**config.mk**
```make
export PLATFORM = sky130hd
export DESIGN_NAME = pio_irq_service_ctrl
export DESIGN_NICKNAME = d
export VERILOG_FILES = /design/src/rtl/pio_irq_service_ctrl.sv
export SDC_FILE = /design/constraint.sdc
export NUM_CORES = 1
export LEC_CHECK = 0
export ABC_AREA = 1
export BUFFER_PORTS_ARGS = -buffer_cell sky130_fd_sc_hd__buf_4
export CAP_MARGIN = 40
export CELL_PAD_IN_SITES_DETAIL_PLACEMENT = 0
export CELL_PAD_IN_SITES_GLOBAL_PLACEMENT = 1
export CORE_MARGIN = 4
export CORE_UTILIZATION = 25
export DETAILED_ROUTE_END_ITERATION = 6
export PLACE_DENSITY_LB_ADDON = 0.12
export SLEW_MARGIN = 15
export SYNTH_ARGS = -nofsm -noshare
export SYNTH_HDL_FRONTEND = slang
export SYNTH_SLANG_ARGS = --single-unit
```
**constraint.sdc**
```tcl
create_clock -name clk -period 3.65 [get_ports clk]
set_input_delay 0 -clock clk [delete_from_list [all_inputs] [get_ports clk]]
set_output_delay 0 -clock clk [all_outputs]
set_load 0.1 [all_outputs]
```
**src/rtl/pio_irq_service_ctrl.sv**
```systemverilog
// pio_irq_service_ctrl: Avalon-MM master that programs and services a 2-bit edge-capture PIO (optional poll tick under PIO_SVC_POLL_EN)
module pio_irq_service_ctrl #(
  parameter int WIDTH = 2,
  parameter int MAX_BURST = 255
`ifdef PIO_SVC_POLL_EN
  , parameter int POLL_PERIOD = 1024
`endif
) (
  input  logic             clk,
  input  logic             reset,
  input  logic [WIDTH-1:0] mask_cfg,
  output logic [1:0]       pio_address,
  output logic             pio_chipselect,
  output logic             pio_write_n,
  output logic [31:0]      pio_writedata,
  input  logic [31:0]      pio_readdata,
  input  logic             pio_irq,
  output logic             evt_valid,
  input  logic             evt_ready,
  output logic [WIDTH-1:0] evt_edges,
  output logic [WIDTH-1:0] evt_level,
  output logic [7:0]       evt_count,
  output logic             busy
);
  typedef enum logic [2:0] {INIT, IDLE, RD_CAP, CLR_CAP, RD_DAT, LATCH, PUSH} state_t;
  state_t state;
  logic [WIDTH-1:0] mask_shadow;
  logic [WIDTH-1:0] cap;
  logic tick;
  logic unused_rd;
  assign unused_rd = ^pio_readdata[31:WIDTH];
  assign busy = state != IDLE;
`ifdef PIO_SVC_POLL_EN
  logic [31:0] poll_cnt;
  assign tick = poll_cnt == 32'd0;
  // free-running poll divider, reloads when it reaches zero
  always_ff @(posedge clk) begin
    if (reset) poll_cnt <= 32'(POLL_PERIOD - 1);
    else poll_cnt <= tick ? 32'(POLL_PERIOD - 1) : poll_cnt - 32'd1;
  end
`else
  assign tick = 1'b0;
`endif
  // service FSM; bus outputs are registered for the state being entered so each access lines up with its state
  always_ff @(posedge clk) begin
    if (reset) begin
      state          <= INIT;
      pio_chipselect <= 1'b0;
      pio_write_n    <= 1'b1;
      pio_address    <= 2'd0;
      pio_writedata  <= 32'd0;
      evt_valid      <= 1'b0;
      evt_edges      <= '0;
      evt_level      <= '0;
      evt_count      <= 8'd0;
      mask_shadow    <= '0;
      cap            <= '0;
    end else begin
      pio_chipselect <= 1'b0;
      pio_write_n    <= 1'b1;
      pio_address    <= 2'd0;
      pio_writedata  <= 32'd0;
      case (state)
        INIT: begin
          pio_chipselect <= 1'b1;
          pio_write_n    <= 1'b0;
          pio_address    <= 2'd2;
          pio_writedata  <= 32'(mask_cfg);
          mask_shadow    <= mask_cfg;
          state          <= IDLE;
        end
        IDLE: begin
          if (mask_cfg != mask_shadow) state <= INIT;
          else if (pio_irq || tick) begin
            pio_chipselect <= 1'b1;
            pio_address    <= 2'd3;
            state          <= RD_CAP;
          end
        end
        RD_CAP: begin
          pio_chipselect <= 1'b1;
          pio_write_n    <= 1'b0;
          pio_address    <= 2'd3;
          pio_writedata  <= '1;
          state          <= CLR_CAP;
        end
        CLR_CAP: begin
          cap            <= pio_readdata[WIDTH-1:0] & mask_shadow;
          pio_chipselect <= 1'b1;
          pio_address    <= 2'd0;
          state          <= RD_DAT;
        end
        RD_DAT: state <= LATCH;
        LATCH: begin
          evt_level <= pio_readdata[WIDTH-1:0];
          if (cap == '0) state <= IDLE;
          else begin
            evt_edges <= cap;
            evt_valid <= 1'b1;
            state     <= PUSH;
          end
        end
        PUSH: begin
          if (evt_ready) begin
            evt_valid <= 1'b0;
            evt_count <= (evt_count == 8'(MAX_BURST)) ? evt_count : evt_count + 8'd1;
            state     <= IDLE;
          end
        end
        default: state <= INIT;
      endcase
    end
  end
endmodule
```
==> run summary <==
Area leader, netlist: dfxtp_1
R2r setup slk: 2330 ps
HP Class: in2reg
TritonCTS buffer count: 3
Syn_nets: 238
Die ar.: 7078 µm²
Clk_skew: 4.121 ps
Initial DRC Count: 20
Initial antenna violation count: 0
Via count: 1248
Vias in the first global route: 1125
Period utilisation layout: 42.78%
Clock net sink count: 27
Slew Viols, Final: 0
Initial Util: 25.99%
Clk_lat worst skew: 270 ps
Syn Area/Cell: 7.281 µm²
Area after DPL: 1740 µm²
GRT Util Overall: 9.220%
Compound-Gate Fraction of Synth Area: 12.35%
Largest delay share family, worst path: flip-flops
Slowest CP cell: dfxtp_1
Sequential share of the synthesized area: 37.31%
Worst Min Path Start: mask_cfg[0]
Final ANT Viol Nets: 0
Largest family of logic cells by synthesized area: simple AND/OR/NAND/NOR gates
Post-synthesis mux area share: 0%
Final net count: 271
Worst path arrival time: 1560 ps
Pin count of the biggest net entering global routing: 31
Actual slew at the worst max-slew pin: 817.2 ps
Cell breakdown of the critical path: buf_4
Synth Register Bits: 27
Maximum root-to-sink buffer count: 2
Run status: finished clean
CP Launch Type: flip-flop
Clock transition at path regs: 90 ps
Crit-path max FO: 30
Clock Tree Root: clkbuf_8
# diodes: 0
Synth-to-Final Area Change: 24.70%
DRC violations left: 0
Gr ovfl total: 0
Commonest cells after routing, fill and taps aside: 57 x buf_4, 45 x nand2_1, 27 x dfxtp_1, 24 x inv_1, 15 x a21oi_1
CTS tree: done
Layout cells sized above 1: 35.06%
DR pass1 iterations: 4
Fin area: 1807 µm²
Share of the synthesized area in the top cell type: 37.31%
Kind of end point of the critical path: output port
Minimum clock period: 1562 ps
Core Util, Final: 32.41%
Final WL: 3260 µm
Pwr/cell area: 355.1 nW/µm²
WS Path Type: reg2out
Synth Area in Simple Gates: 24.35%
CP startpoint: pio_writedata[30]
Leakage: 0.8866 nW
Post-CTS sizing: 0
R2r startpoint: evt_count[1]
Die Wd: 84.13 µm
Data required time of the critical path: 3650 ps
Worst slack at placement: 2319 ps
Commonest non-fill, non-tap cell in the layout: buf_4
Mapped cell area: 1449 µm²
RD Place Congestion: 0.7426
Maximum VDD drop: 0.0001421 V
Non-filler instance count after layout: 303
Hold Violations, Final: 0
Top cells by area, synth: dfxtp_1 37%, buf_4 15%, nand2_1 12%
Final WS setup: 2088 ps
Port Buffers: 57
H-tree depth: 1
Relative slew margins: 45.44%
Post-Synth Adder-Cell Area: 0.8636%
# setup viols final: 0
Ports: 88
Max Cap Viol: 0
Mapped Cells: 199
Synth warn: 0
Post-DP HPWL: 2534 µm
Avg WL per Cell: 10.76 µm
Critical path's largest stage delay: 860 ps
Setup TNS: 0 ps
RSZ-0062 raised after global routing: no
Netlist cell types: 26
Placed Cells: 297
XOR/XNOR Fraction of Synth Area: 1.813%
First-pass GRT wire length: 5402 µm
CP bufs+invs: 1
Core area: 5574 µm²
Rows: 27
DR vias/cell: 4.119
Maximum clock rate: 640.4 MHz
Die H: 84.13 µm
sequential cells by signal (all words and copies together), names as in the netlist:
name            count
evt_count           8
pio_writedata       3
state               3
cap                 2
evt_edges           2
evt_level           2
mask_shadow         2
pio_address         2
evt_valid           1
pio_chipselect      1
pio_write_n         1
per-layer routing:
layer | track usage, % | wire (µm)
met2 | 13.06 | 1256
met5 | 0 | 0
met3 | 3.533 | 376
met4 | 2.632 | 25
met1 | 12.95 | 1601
stage by stage:
stage	hold slack, ps	power, W
after floorplan	143.3	0.0004519
after global placement	283.4	0.0004798
after detailed placement	281.6	0.0004786
after CTS	18.82	0.0006521
after global routing	19.29	0.0006764
final	27.15	0.0006416
power by group:
part / total (W) / internal, W / leakage [nW] / switching (W)
registers: 0.000312 / 0.000304 / 0.220 / 0.00000837
clock network: 0.000169 / 0.0000765 / 0.0255 / 0.0000924
logic: 0.000161 / 0.0000326 / 0.642 / 0.000128
kinds of logic (layout without fill, tap and decap cells):
kind of cell / Yosys count / in the layout
xor+xnor: 3 / 3
flops: 27 / 27
compound gates: 30 / 30
simple gates: 78 / 78
buf+inv: 60 / 92
fa+ha+maj: 1 / 1
synthesized netlist by cell type (all sizes together):
cell    count
o21bai      1
a21oi      19
a31oi       3
xnor2       1
o21ai       7
xor2        2
nand3      10
dfxtp      27
inv        29
buf        31
nor2       17
nand2      46
nor3        2
ha          1
nand4       3
path summary, 6_finish.rpt:
check / cells past startpoint / end
max: 1 / pio_writedata[13]
min: 3 / mask_shadow[0]
max reg2reg: 8 / evt_count[7]
min reg2reg: 2 / evt_edges[0]
cell type report:
class	count	area, µm²
inverter	29	111.4
clock buffer	3	41.29
sequential	27	540.5
timing repair buffer	59	447.9
clock inverter	1	5.005
fill	627	3767
multi-input combinational	112	570.5
tap	72	90.09
what timing repair did:
| action | in CTS | in global routing |
|---|---|---|
| hold buffers | 2 | 0 |
| setup buffers | 0 | 0 |
| endpoints found under the hold margin | 2 | 0 |
No activity file was read; power rests on OpenSTA's default activity.
